### src/rtl/mult_seq_32_if.sv
// Request/response bundle for the sequential multiplier.
// The master drives the request (start, a, b). The slave returns the status
// (busy, done) and the result (p, hi_nz).
interface mult_seq_32_if #(
  parameter int WIDTH = 32
);
  logic               start;
  logic [WIDTH-1:0]   a;
  logic [WIDTH-1:0]   b;
  logic               busy;
  logic               done;
  logic [2*WIDTH-1:0] p;
  logic               hi_nz;

  modport master (output start, a, b, input busy, done, p, hi_nz);
  modport slave  (input start, a, b, output busy, done, p, hi_nz);
endinterface

### src/rtl/mult_seq_32.sv
// Sequential shift-and-add unsigned multiplier: one partial product per clock.
// Optional feature: define MULT_SEQ_EARLY_EXIT_EN to end RUN as soon as the
// remaining multiplier bits are all zero. Without it, RUN always lasts WIDTH cycles.
module mult_seq_32 #(
  parameter int WIDTH = 32
) (
  input  logic         clk,
  input  logic         rst,
  mult_seq_32_if.slave bus
);

  localparam int CW = (WIDTH > 1) ? $clog2(WIDTH) : 1;
  localparam logic [CW-1:0] LAST_ITER = CW'(WIDTH - 1);

  typedef enum logic [1:0] {IDLE, RUN, DONE} state_t;

  state_t               r_state;
  state_t               w_state_next;
  logic [2*WIDTH-1:0]   r_mcand;
  logic [WIDTH-1:0]     r_mplier;
  logic [2*WIDTH-1:0]   r_acc;
  logic [CW-1:0]        r_count;
  logic [2*WIDTH-1:0]   r_p;
  logic                 r_hi_nz;
  logic [2*WIDTH-1:0]   w_acc_sum;
  logic                 w_load;
  logic                 w_last;
  logic                 w_busy;
  logic                 w_done;

  // Accumulator value after the current iteration (carry out discarded).
  assign w_acc_sum = r_acc + (r_mplier[0] ? r_mcand : '0);

  // A new request is accepted only while not busy: in IDLE, or in DONE.
  assign w_load = bus.start && (r_state != RUN);

`ifdef MULT_SEQ_EARLY_EXIT_EN
  // Stop after the iteration that shifts out the last set multiplier bit.
  assign w_last = (r_count == LAST_ITER) || (r_mplier[WIDTH-1:1] == '0);
`else
  assign w_last = (r_count == LAST_ITER);
`endif

  // Register the FSM state.
  always_ff @(posedge clk or posedge rst) begin
    if (rst) r_state <= IDLE;
    else     r_state <= w_state_next;
  end

  // Compute the next state and the status outputs. Busy and done are decoded
  // from the state, so reset clears them without waiting for a clock edge.
  always_comb begin
    w_state_next = r_state;
    w_busy       = 1'b0;
    w_done       = 1'b0;
    case (r_state)
      IDLE: if (bus.start) w_state_next = RUN;
      RUN: begin
        w_busy = 1'b1;
        if (w_last) w_state_next = DONE;
      end
      DONE: begin
        w_done       = 1'b1;
        w_state_next = bus.start ? RUN : IDLE;
      end
      default: w_state_next = IDLE;
    endcase
  end

  // Datapath: latch the operands on accept, shift and add during RUN,
  // and capture the result on the final iteration.
  always_ff @(posedge clk or posedge rst) begin
    if (rst) begin
      r_mcand  <= '0;
      r_mplier <= '0;
      r_acc    <= '0;
      r_count  <= '0;
      r_p      <= '0;
      r_hi_nz  <= 1'b0;
    end else if (w_load) begin
      r_mcand  <= {{WIDTH{1'b0}}, bus.a};
      r_mplier <= bus.b;
      r_acc    <= '0;
      r_count  <= '0;
    end else if (r_state == RUN) begin
      r_acc    <= w_acc_sum;
      r_mcand  <= r_mcand << 1;
      r_mplier <= r_mplier >> 1;
      r_count  <= r_count + CW'(1);
      if (w_last) begin
        r_p     <= w_acc_sum;
        r_hi_nz <= |w_acc_sum[2*WIDTH-1:WIDTH];
      end
    end
  end

  assign bus.busy  = w_busy;
  assign bus.done  = w_done;
  assign bus.p     = r_p;
  assign bus.hi_nz = r_hi_nz;

endmodule

### src/flat_wrapper.sv
// flat-port wrapper written by rule: the top's interface ports become plain ports
module mult_seq_32_flat 
#(
  parameter int WIDTH = 32
)
  (clk, rst, bus_start, bus_a, bus_b, bus_busy, bus_done, bus_p, bus_hi_nz);
  mult_seq_32_if #(.WIDTH(WIDTH)) bus_i ();
  input  logic clk;
  input  logic rst;
  input wire logic [$bits(bus_i.start)-1:0] bus_start;
  input wire logic [$bits(bus_i.a)-1:0] bus_a;
  input wire logic [$bits(bus_i.b)-1:0] bus_b;
  output wire logic [$bits(bus_i.busy)-1:0] bus_busy;
  output wire logic [$bits(bus_i.done)-1:0] bus_done;
  output wire logic [$bits(bus_i.p)-1:0] bus_p;
  output wire logic [$bits(bus_i.hi_nz)-1:0] bus_hi_nz;
  assign bus_i.start = bus_start;
  assign bus_i.a = bus_a;
  assign bus_i.b = bus_b;
  assign bus_busy = bus_i.busy;
  assign bus_done = bus_i.done;
  assign bus_p = bus_i.p;
  assign bus_hi_nz = bus_i.hi_nz;
  mult_seq_32 #(.WIDTH(WIDTH)) u_core (.clk(clk), .rst(rst), .bus(bus_i));
endmodule
### config.mk
export PLATFORM = sky130hd
export DESIGN_NAME = mult_seq_32_flat
export DESIGN_NICKNAME = d
export VERILOG_FILES = /design/src/rtl/mult_seq_32_if.sv /design/src/rtl/mult_seq_32.sv /design/src/flat_wrapper.sv
export SDC_FILE = /design/constraint.sdc
export NUM_CORES = 1
export LEC_CHECK = 0
export BUFFER_PORTS_ARGS = -buffer_cell sky130_fd_sc_hd__buf_2
export CORE_MARGIN = 2
export CORE_UTILIZATION = 60
export DETAILED_ROUTE_END_ITERATION = 6
export HOLD_SLACK_MARGIN = 0.06
export PLACE_DENSITY = 0.81
export SLEW_MARGIN = 15
export SYNTH_ARGS = -nofsm -noshare
export SYNTH_HDL_FRONTEND = slang
export SYNTH_SLANG_ARGS = --single-unit
### constraint.sdc
create_clock -name clk -period 12.4 [get_ports clk]
set_input_delay 1.24 -clock clk [delete_from_list [all_inputs] [get_ports clk]]
set_output_delay 1.24 -clock clk [all_outputs]
set_load 0.005 [all_outputs]
**Word level (Yosys, flattened, before mapping)**

Cells that the tools add are included.

- Word-level logic and storage cells: 37
- Register bits after elaboration: 232
- Input bits: 67
- Output and inout port bits: 67

- Reductions and logical operators: 6
- Equal/unequal tests: 6
- Multiplexer cells: 15
- Bitwise gates (word level): 1
- $add $sub $neg: 2

Operator list:

| kind | number |
|---|---|
| 64-bit two-way mux | 5 |
| 64-bit adder | 1 |
| 32-bit two-way mux | 2 |
| 32-bit OR reduction | 1 |
| 5-bit two-way mux | 2 |
| 2-bit one-hot mux with 3 select lines | 1 |
| 5-bit by 1-bit adder with 5-bit output, second input constant | 1 |
| 5-bit equality test, second input constant | 1 |
| 2-bit two-way mux | 2 |
| 2-bit by 1-bit != test with 1-bit output, second input constant | 2 |
| 1-bit two-way mux | 3 |
| 3-bit AND reduction | 1 |
| 2-bit by 1-bit equality test with 1-bit output, second input constant | 1 |
| 2-bit equality test, second input constant | 1 |
| 2-bit logical NOT | 1 |
| 2-bit != test, second input constant | 1 |
| 2-bit AND reduction | 1 |
| 2-bit nonzero test | 1 |
| 1-bit logical AND | 1 |
| 1-bit NOT | 1 |

**Longest topological paths before layout**

Gate-level depths: netlist (run 1).

- Depth in word-level cells: 4
- Gate-level depth with buffers: 16
- Mapped depth without buffers: 14

**Worst setup path before layout (run 1)**

No wires, ideal clock.

- Path kind: register to register
- Start: reg u_core.r_mplier[0]
- End: reg u_core.r_hi_nz, in the netlist u_core.bus.hi_nz
- Buffers on the path: 3
- Path slack: 8.386 ns
- Required time: 12.274 ns
- Cell stages (with the launch flop): 16
- Arrival time: 3.888 ns
- Period minus slack after synthesis: 4.014 ns
- Setup time: 0.126 ns
- Cells stage by stage: dfrtp_1 clkbuf_1 clkbuf_1 and2_1 ha_1 clkbuf_1 nand4_1 or4_1 a21oi_1 nor2_1 o41ai_2 xnor2_1 and4b_1 nand3_1 or4_1 o32a_1

- Longest elaborated chain between the ends: 3

RTL lines:

| element | RTL line | source |
|---|---|---|
| start, declared | mult_seq_32.sv:20 | `logic [WIDTH-1:0] r_mplier;` |
| start signal, assigned | mult_seq_32.sv:82 | `r_mplier <= bus.b;` |
| start signal, assigned | mult_seq_32.sv:88 | `r_mplier <= r_mplier >> 1;` |
| 64-bit two-way mux | mult_seq_32.sv:32 | `assign w_acc_sum = r_acc + (r_mplier[0] ? r_mcand : '0);` |
| 64-bit adder | mult_seq_32.sv:32 |  |
| 32-bit OR reduction | mult_seq_32.sv:92 | `r_hi_nz <= \|w_acc_sum[2*WIDTH-1:WIDTH];` |
| end signal, assigned | mult_seq_32.sv:92 |  |
| end, declared | mult_seq_32.sv:24 | `logic r_hi_nz;` |

No other way between the ends.
A chain may end at the register's enable or synchronous reset.

**Final worst setup path (run 1)**

Same ends and word-level chain as after synthesis.

==> results.txt, run 1 <==
The run finished with clean final reports. For this run the aggregate overflow at the end of global routing stands at 0. The post-layout net count was 1751. The number of hold buffers added after CTS was 0. In the routed design, unresolved DRC markers number 0. Of all nets on the critical path, the largest fanout is 65. Number of nets still failing antenna checks after routing: 0.

In the finished design, the share of the clock period the worst path needs comes to 39.4%. The number of different library cells used by synthesis comes to 75. 134 I/O pins were placed. Relative to the synthesized area, the layout overhead comes to 12.0%.

The startpoint identified for the worst hold timing path is u_core.bus.p[47]. The run gives 5 as the number of iterations in the first detailed-routing pass. The first routing iteration left 799 violations.

Counting tap cells, the placed design contains a total of 1869 instances. The proportion of synthesized area in mux cells was 4.91%. In the final layout, the share of cells above drive strength 1 is 12.5%.

Data on the critical path is required at its endpoint by 12830 ps. The top cell types in the final layout, fill and taps aside, are nand2_1, o21ai_0, dfrtp_1. For the initial core utilization, the log shows 61.5%.

Initial antenna violation count: 0. The worst setup path is captured at a register. Across the run, the number of max-cap violations was 0.

Summing the areas of all fa, ha and maj instances in the mapped netlist gives 6.18% of the synthesized area. STA classifies the critical path startpoint as a register. For the total die area, the log shows 23700 sq um. The worst-case setup slack after placement is 7640 ps, and the flip-flop and latch count after synthesis is 232. Once detailed placement completed, the half-perimeter wirelength came to 24.2 mm.

The tools report the number of global-route vias before repair as 11425. For this run, the slowest stage of the critical path takes 600 ps. Traced cell by cell, the critical path runs through buf_4, and2_1, ha_1, fa_1, a21o_1, a221oi_2, or3_4, a21oi_1, a21boi_0, o41ai_1, o22ai_1, xor2_1, nand4_2, or4_1, o32a_1. Measured against its own limit, the worst slew margin works out to 27.2%. TritonCTS created 26 clock buffers. Based on the critical path, the design can be clocked at up to 205 MHz. After synthesis, the largest family of logic cells by area is compound AO/OA/AOI/OAI gates. The logs give 43.0% for the part of the Yosys area used for sequential elements and 0 for the buffers inserted during post-CTS setup optimization. The floorplan has 54 rows. The analysis attributes to cell leakage a power of 7.00 nW. In this run the worst setup path begins at u_core.r_mplier[0]. Synthesized area per cell: 8.68 sq um. Dividing the detail-routed wire length by the instance count gives 17.9 um. The synthesized net count was 1688; the core outline area was 22000 sq um.

The number of pins with negative max-slew slack in the final report is 0. The routed via count is 11585. TritonCTS built the clock tree. The leading register cell type out of synthesis was dfrtp_1. CTS saw 232 sinks.

VDD sags by at most 0.153 mV. The share of the core filled with cells in the final layout was 68.8%. The detail-routed via count per cell is 6.04, and the slew at the pin with the worst max-slew slack is 1090 ps. On the final layout, the worst hold slack is 472 ps. Buffers placed on the I/O ports in this run total 133. Summing the areas of all compound-gate instances in the mapped netlist gives 19.4% of the synthesized area. The multi-input combinational cells in the finished layout cover a total of 7220 sq um.

The root buffer cell was clkbuf_16. The tools report the post-route total power as 3.38 mW. The async set-or-reset flop fraction in the synthesized netlist was 100%; the number of instances in the synthesized netlist was 1555. The first global-routing pass estimated 58.2 mm of wire.

In this run the critical register-to-register path is launched from u_core.r_mplier[0]. Gates resized during post-CTS repair numbered 0. The final design area excluding fillers is 15100 sq um. The logs give 129 for the pin count of the biggest net entering global routing and 0 ps for the final sum of negative setup slack. The post-CTS clock slew at the launch and capture registers of the worst setup and hold paths works out to 60 ps. The count of H-tree levels built during CTS came out at 1. In the post-route analysis, the smallest setup slack over all paths is 7520 ps. The total buffers and inverters traversed by the critical path came out at 1. For the final database, setup skew stands at 16.7 ps.

The critical path crosses 15 cells after its start point. Yosys mapped a number of flops with a built-in enable equal to 0. Setup repair after global routing left no endpoint under its margin. The tools report the instance area at placement as 14200 sq um.

The y dimension of the die is 154 um, and the number of warnings issued by yosys is 0. The run gives 0 as the total count of hold-check failures in the final report. Summing all flip-flop and latch instances after layout gives 5810 sq um. Category of the critical setup timing path: reg2reg. Data on the critical path arrives at its endpoint at 5310 ps.

The run gives 0 as the total setup violations reported at the end of the flow. Hold path depth: 2. For this block, the routed nets add up to 34.4 mm of wire. The worst reg-to-reg path cell count is 15, and the share of synthesized cell area in and, or, nand and nor gates is 19.0%.

The count of cells in the finished layout, fillers not included, comes to 1918. In this run the deepest clock path goes through 3 buffers. The number of diodes is 0. The overall die width was 154 um; the minimum clock period after layout was 4880 ps.

The share of the synthesized netlist area taken by xor and xnor gates came out at 3.89%. The synthesized netlist occupies a cell area of 13500 sq um. The highest-delay cell along the critical path was o41ai_1.

The clock reaches the later pin of the worst-skew pair after 550 ps. For this run, the total global-route usage over all layers was measured as 29.6%. Routability-driven placement finished with a final weighted congestion of 0.919.

The kind of cell with the highest combined delay along the critical path is compound AO/OA/AOI/OAI gates. After filler insertion, the fill cell instance count of the layout stands at 1747. The path class of the lowest-slack min-delay path is reg2reg.

In this run the power density over the cells is 223 nW/um^2.
==> flip-flops by register name, indices dropped and copies added, names as in the netlist <==
register,count
u_core.bus.hi_nz,1
u_core.bus.p,64
u_core.r_acc,64
u_core.r_count,5
u_core.r_mcand,64
u_core.r_mplier,32
u_core.r_state,2
==> per-layer routing <==
layer  GRT usage, %  routed length, um  vias up
li1               -                  -     5618
met1           41.5              15400     5536
met2           48.2              16100      358
met3           4.34               1970       73
met4           8.32                904        0
met5              0                  0        -
==> power by group <==
group	internal, mW	leakage, nW	total (mW)	switching (mW)
registers	1.02	2.76	1.20	0.177
logic	0.467	3.78	1.37	0.904
clock network	0.485	0.456	0.807	0.322
total	1.97	7.00	3.38	1.40
==> worst register-to-register path, stage by stage, from the launching register on <==
cell,delay [ps]
dfrtp_1,330
buf_4,450
and2_1,230
ha_1,200
fa_1,230
a21o_1,170
a221oi_2,90
or3_4,440
a21oi_1,260
a21boi_0,200
o41ai_1,600
o22ai_1,160
xor2_1,450
nand4_2,150
or4_1,510
o32a_1,300
==> cells by family after synthesis <==
family | Yosys count
flip-flops | 232
XOR/XNOR | 60
AO/OA/AOI/OAI | 459
AND/OR/NAND/NOR | 549
buffers and inverters | 123
adder cells (fa/ha/maj) | 66
multiplexers | 66
==> cell type report <==
type,count,area share (%)
repair buffers,142,5.00
clock inverters,9,0.861
multi-input cells,1200,47.7
flip-flops and latches,232,38.4
inverters,16,0.463
well taps,280,2.32
clock buffers,39,5.22
==> synthesized netlist by cell type, types with 3 or more instances <==
library cell  count  share of area [%]
a211oi_1          5               0.28
a21boi_0          3               0.17
a21o_1           20                1.1
a21oi_1          83                3.1
a221oi_1          3               0.19
a31oi_1          11               0.51
and2_1           68                3.2
and3_1           10               0.46
buf_1             8               0.22
buf_4             4               0.22
clkbuf_1         91                2.5
dfrtp_1         232                 43
ha_1             65                6.0
inv_1            15               0.42
mux2i_1          64                4.7
nand2_1         269                7.5
nand2b_1          6               0.28
nand3_1          78                2.9
nand4_1          31                1.4
nor2_1           48                1.3
nor2b_1           4               0.19
nor3_1           11               0.41
nor4_1            3               0.14
o211a_1           3               0.22
o211ai_1          3               0.17
o21a_1            8               0.45
o21ai_0         268                9.9
o21ai_1           6               0.22
o21bai_1          9               0.50
o22ai_1           3               0.14
o31ai_1           6               0.33
or3_1             6               0.28
or4_1             3               0.17
xnor2_1          33                2.1
xor2_1           27                1.8
==> final timing paths <==
check,end,slack [ps]
worst max-delay path,u_core.bus.hi_nz,7520
worst min-delay path,u_core.bus.p[47],470
worst max register to register,u_core.bus.hi_nz,7520
worst min register to register,u_core.bus.p[47],470
max in group asynchronous,u_core.r_mcand[48],10120
min in group asynchronous,u_core.bus.p[13],790
Note: power is estimated with default switching activity, not from simulation.
==> run 2: changes to the inputs <==
--- a/config.mk
+++ b/config.mk
@@ -7,10 +7,10 @@
 export LEC_CHECK = 0
 export BUFFER_PORTS_ARGS = -buffer_cell sky130_fd_sc_hd__buf_2
 export CORE_MARGIN = 2
-export CORE_UTILIZATION = 60
+export CORE_UTILIZATION = 54
 export DETAILED_ROUTE_END_ITERATION = 6
 export HOLD_SLACK_MARGIN = 0.06
-export PLACE_DENSITY = 0.81
+export PLACE_DENSITY = 0.77
 export SLEW_MARGIN = 15
 export SYNTH_ARGS = -nofsm -noshare
 export SYNTH_HDL_FRONTEND = slang
==> constraint.sdc (replaced) <==
create_clock -name clk -period 4.2 [get_ports clk]
set_input_delay 0.42 -clock clk [delete_from_list [all_inputs] [get_ports clk]]
set_output_delay 0.42 -clock clk [all_outputs]
set_load 0.005 [all_outputs]
==> results.txt, run 2 (synthesized netlist as in run 1, its figures left out) <==
The final period utilization works out to 97.5% (+58 points). The run gives -61.6 ps (-7700 ps) as the worst-case setup slack after placement. In the layout the commonest cells are nand2_1, o21ai_0, dfrtp_1. The most frequent standard cell in the layout excluding fill and tap cells is nand2_1. The worst reg-to-reg path cell count was 17 (+2); the number of diodes was 0 (unchanged). The clock latency reported for the late side of the worst-skew pair came out at 520 ps (-30 ps). For the residual overflow from global routing, the log shows 0 (unchanged). The number of pins with negative max-slew slack in the final report was 0 (unchanged). The wire length per cell after detailed routing was 17.2 um (-3.8%); the violation count after the first detailed-routing iteration was 913 (+14%).

The run gives 4500 ps (-810 ps) as the arrival time at the worst endpoint. TritonCTS built the clock tree. The leakage power summed over all cells was 7.39 nW (+5.6%); the number of clock sinks seen by CTS was 232 (unchanged). The logs give 35.3 mm (+2.7%) for the total wirelength of the detailed-routed design and 2039 (+17%) for the final-layout fill cell count.

The run gives 4600 ps (-8230 ps) as the data required time at the worst endpoint. The slew at the pin with the worst max-slew slack is 1010 ps (-87.3 ps), and the routability congestion estimate is 0.921 (+0.23%). STA classifies the critical path startpoint as a register. For the number of iterations in the first detailed-routing pass, the log shows 5 (unchanged). For the total DRC errors in the routed layout, the log shows 0 (unchanged). Worst stage delay on the critical path: 450 ps (-150 ps).

The y dimension of the die came out at 162 um (+5.3%). Total count of hold-check failures in the final report: 0 (unchanged). The run gives 27.1% (-2.5 points) as the total routing resource utilization after global routing. The final worst hold slack was 60.8 ps (-412 ps); the pin count of the biggest net entering global routing was 153 (+19%). The run gives 1841 (+5.1%) as the post-layout net count. The number of clock buffers inserted by TritonCTS is 25 (-3.8%).

The total power density per cell area is 655 nW/um^2 (+190%). Walking the worst path, the cells encountered are buf_12, and2_1, ha_1, a21oi_1, o21ai_0, a211oi_1, buf_4, o32ai_1, buf_4, nor3_2, a21oi_1, buf_4, a31o_2, xnor2_1, nand3_1, or4_1, o32a_1. By startpoint and endpoint, the worst setup path is classified as reg2reg.

The number of buffers added on ports is 133 (unchanged), and the reg-to-reg setup timing slack is 110 ps (-7410 ps). From synthesis to final layout, the design area changed by 18.9%. Among all stages on the critical path, the largest delay is contributed by dfrtp_2. For the total setup violations reported at the end of the flow, the log shows 0 (unchanged). The largest fanout on the critical path works out to 37 (-43%). The maximum clock rate came out at 244 MHz (+19%). The routed via count is 11783 (+1.7%), and the overall die width is 162 um (+5.3%). The tools report the number of global-route vias before repair as 11704 (+2.4%). The instance area at placement was 14900 sq um (+5.1%). The tools report the initial antenna violation count as 0 (unchanged). The total die area is 26300 sq um (+11%). The number of placed I/O pins came out at 134 (unchanged). Hold buffer count at CTS: 0 (unchanged). For the number of rows created at floorplan, the log shows 57 (+5.6%). Detailed placer's ending HPWL: 25.9 mm (+6.9%). The logs give 2049 (+6.8%) for the number of standard cells in the layout, taps in and fillers out and 24500 sq um (+11%) for the core outline area. The share of cells above drive strength 1 came out at 19.4% (+6.8 points). Cell type with the highest occurrence count on the critical path: buf_4. Endpoint class of the critical path: a register.

Reported max-cap violation count: 0 (unchanged). In this run the worst hold path is classified as in2async. The post-CTS clock slew at the launch and capture registers of the worst setup and hold paths was 60 ps (about the same).

The maximum buffer depth of the clock tree is 3 (unchanged), and the peak ir drop on the vdd network is 0.478 mV (+210%). The count of H-tree levels built during CTS is 1 (unchanged), and the detail-routed via count per cell is 5.75 (-4.8%). The minimum clock period after layout was 4090 ps (-788 ps). The destination of the worst register-to-register timing path is u_core.bus.hi_nz. The critical register-to-register path startpoint was u_core.r_mplier[0]. Initial core utilization: 55.2% (-6.3 points). The cell count after placement is 1999 (+7.0%). The final design area excluding fillers was 16000 sq um (+6.2%); the final worst setup slack was 105 ps (-7410 ps). The relative max-transition margin is 33.0% (+5.8 points), and the first-pass GRT wire length is 59.0 mm (+1.3%).

The maximum clock skew at final layout was 12.1 ps (-4.66 ps). The tools report the root buffer cell as clkbuf_16. The run finished with clean final reports.

The post-route total power was 10.5 mW (+210%); the number of nets still failing antenna checks after routing was 0 (unchanged).
-- run 2: cell count changes in the layout (fill, tap and decap cells not counted), sizes merged --
cell      delta
clkinv       +1
inv          -2
buf         +91
clkbuf       -5
clkinvlp     +2
-- run 2: cell type report --
cell class | count | area (sq um) | area share [%]
multi-input cells | 1200 | 7510 | 46.8
flip-flops and latches | 232 | 5810 | 36.2
repair buffers | 233 | 1450 | 9.04
clock buffers | 34 | 699 | 4.36
well taps | 324 | 405 | 2.53
clock inverters | 10 | 110 | 0.686
inverters | 16 | 66.3 | 0.413
-- run 2: metal layers --
metal / GRT usage [%] / vias up / wire, um / share of wire, %
met3: 3.52 / 64 / 1560 / 4.4
met1: 37.9 / 5664 / 16300 / 46
met4: 5.23 / 0 / 689 / 2.0
met5: 0 / - / 0 / 0
met2: 45.8 / 263 / 16800 / 48
li1: - / 5792 / - / -
-- run 2: worst max-delay path by stage --
stage	depth (start not counted)	to	startpoint
final	17	u_core.bus.hi_nz	u_core.r_mplier[0]
after global routing	16	u_core.bus.hi_nz	u_core.r_mplier[0]
after CTS	14	u_core.bus.hi_nz	u_core.r_mplier[0]
after detailed placement	14	u_core.bus.hi_nz	u_core.r_mplier[0]
after global placement	14	u_core.bus.hi_nz	u_core.r_mplier[0]
after floorplan	15	u_core.bus.hi_nz	u_core.r_mplier[0]
-- run 2: power by group --
group | total (mW) | switching [mW] | internal, mW
Clock | 2.18 | 0.891 | 1.29
Sequential | 3.55 | 0.532 | 3.02
Combinational | 4.78 | 2.85 | 1.93
Total | 10.5 | 4.27 | 6.24
-- run 2: timing repair --
| action | 4_1_cts | 5_1_grt |
|---|---|---|
| pin swaps | 1 | 18 |
| endpoints found under the setup margin | 1 | 1 |
| setup buffers | 1 | 5 |
| endpoints found under the hold margin | 0 | 0 |
| resized for setup | 5 | 49 |
-- run 2: stage by stage --
step | util [%] | TNS (ps)
3_5_place_dp | 60.9 | -61.6
3_3_place_gp | 60.9 | -27.9
6_report | 65.6 | 0
4_1_cts | 64.3 | 0
5_1_grt | 65.6 | -64.5
2_1_floorplan | - | 0
-- run 2: worst max-delay path, delay by kind of cell (launching register included) --
kind | cells | cell delay (ps)
AOI/OAI and AO/OA | 7 | 1390
xor gates and xnor gates | 1 | 210
adders and majority gates | 1 | 360
buffers and inverters | 4 | 660
DFF | 1 | 450
and+or+nand+nor | 4 | 890
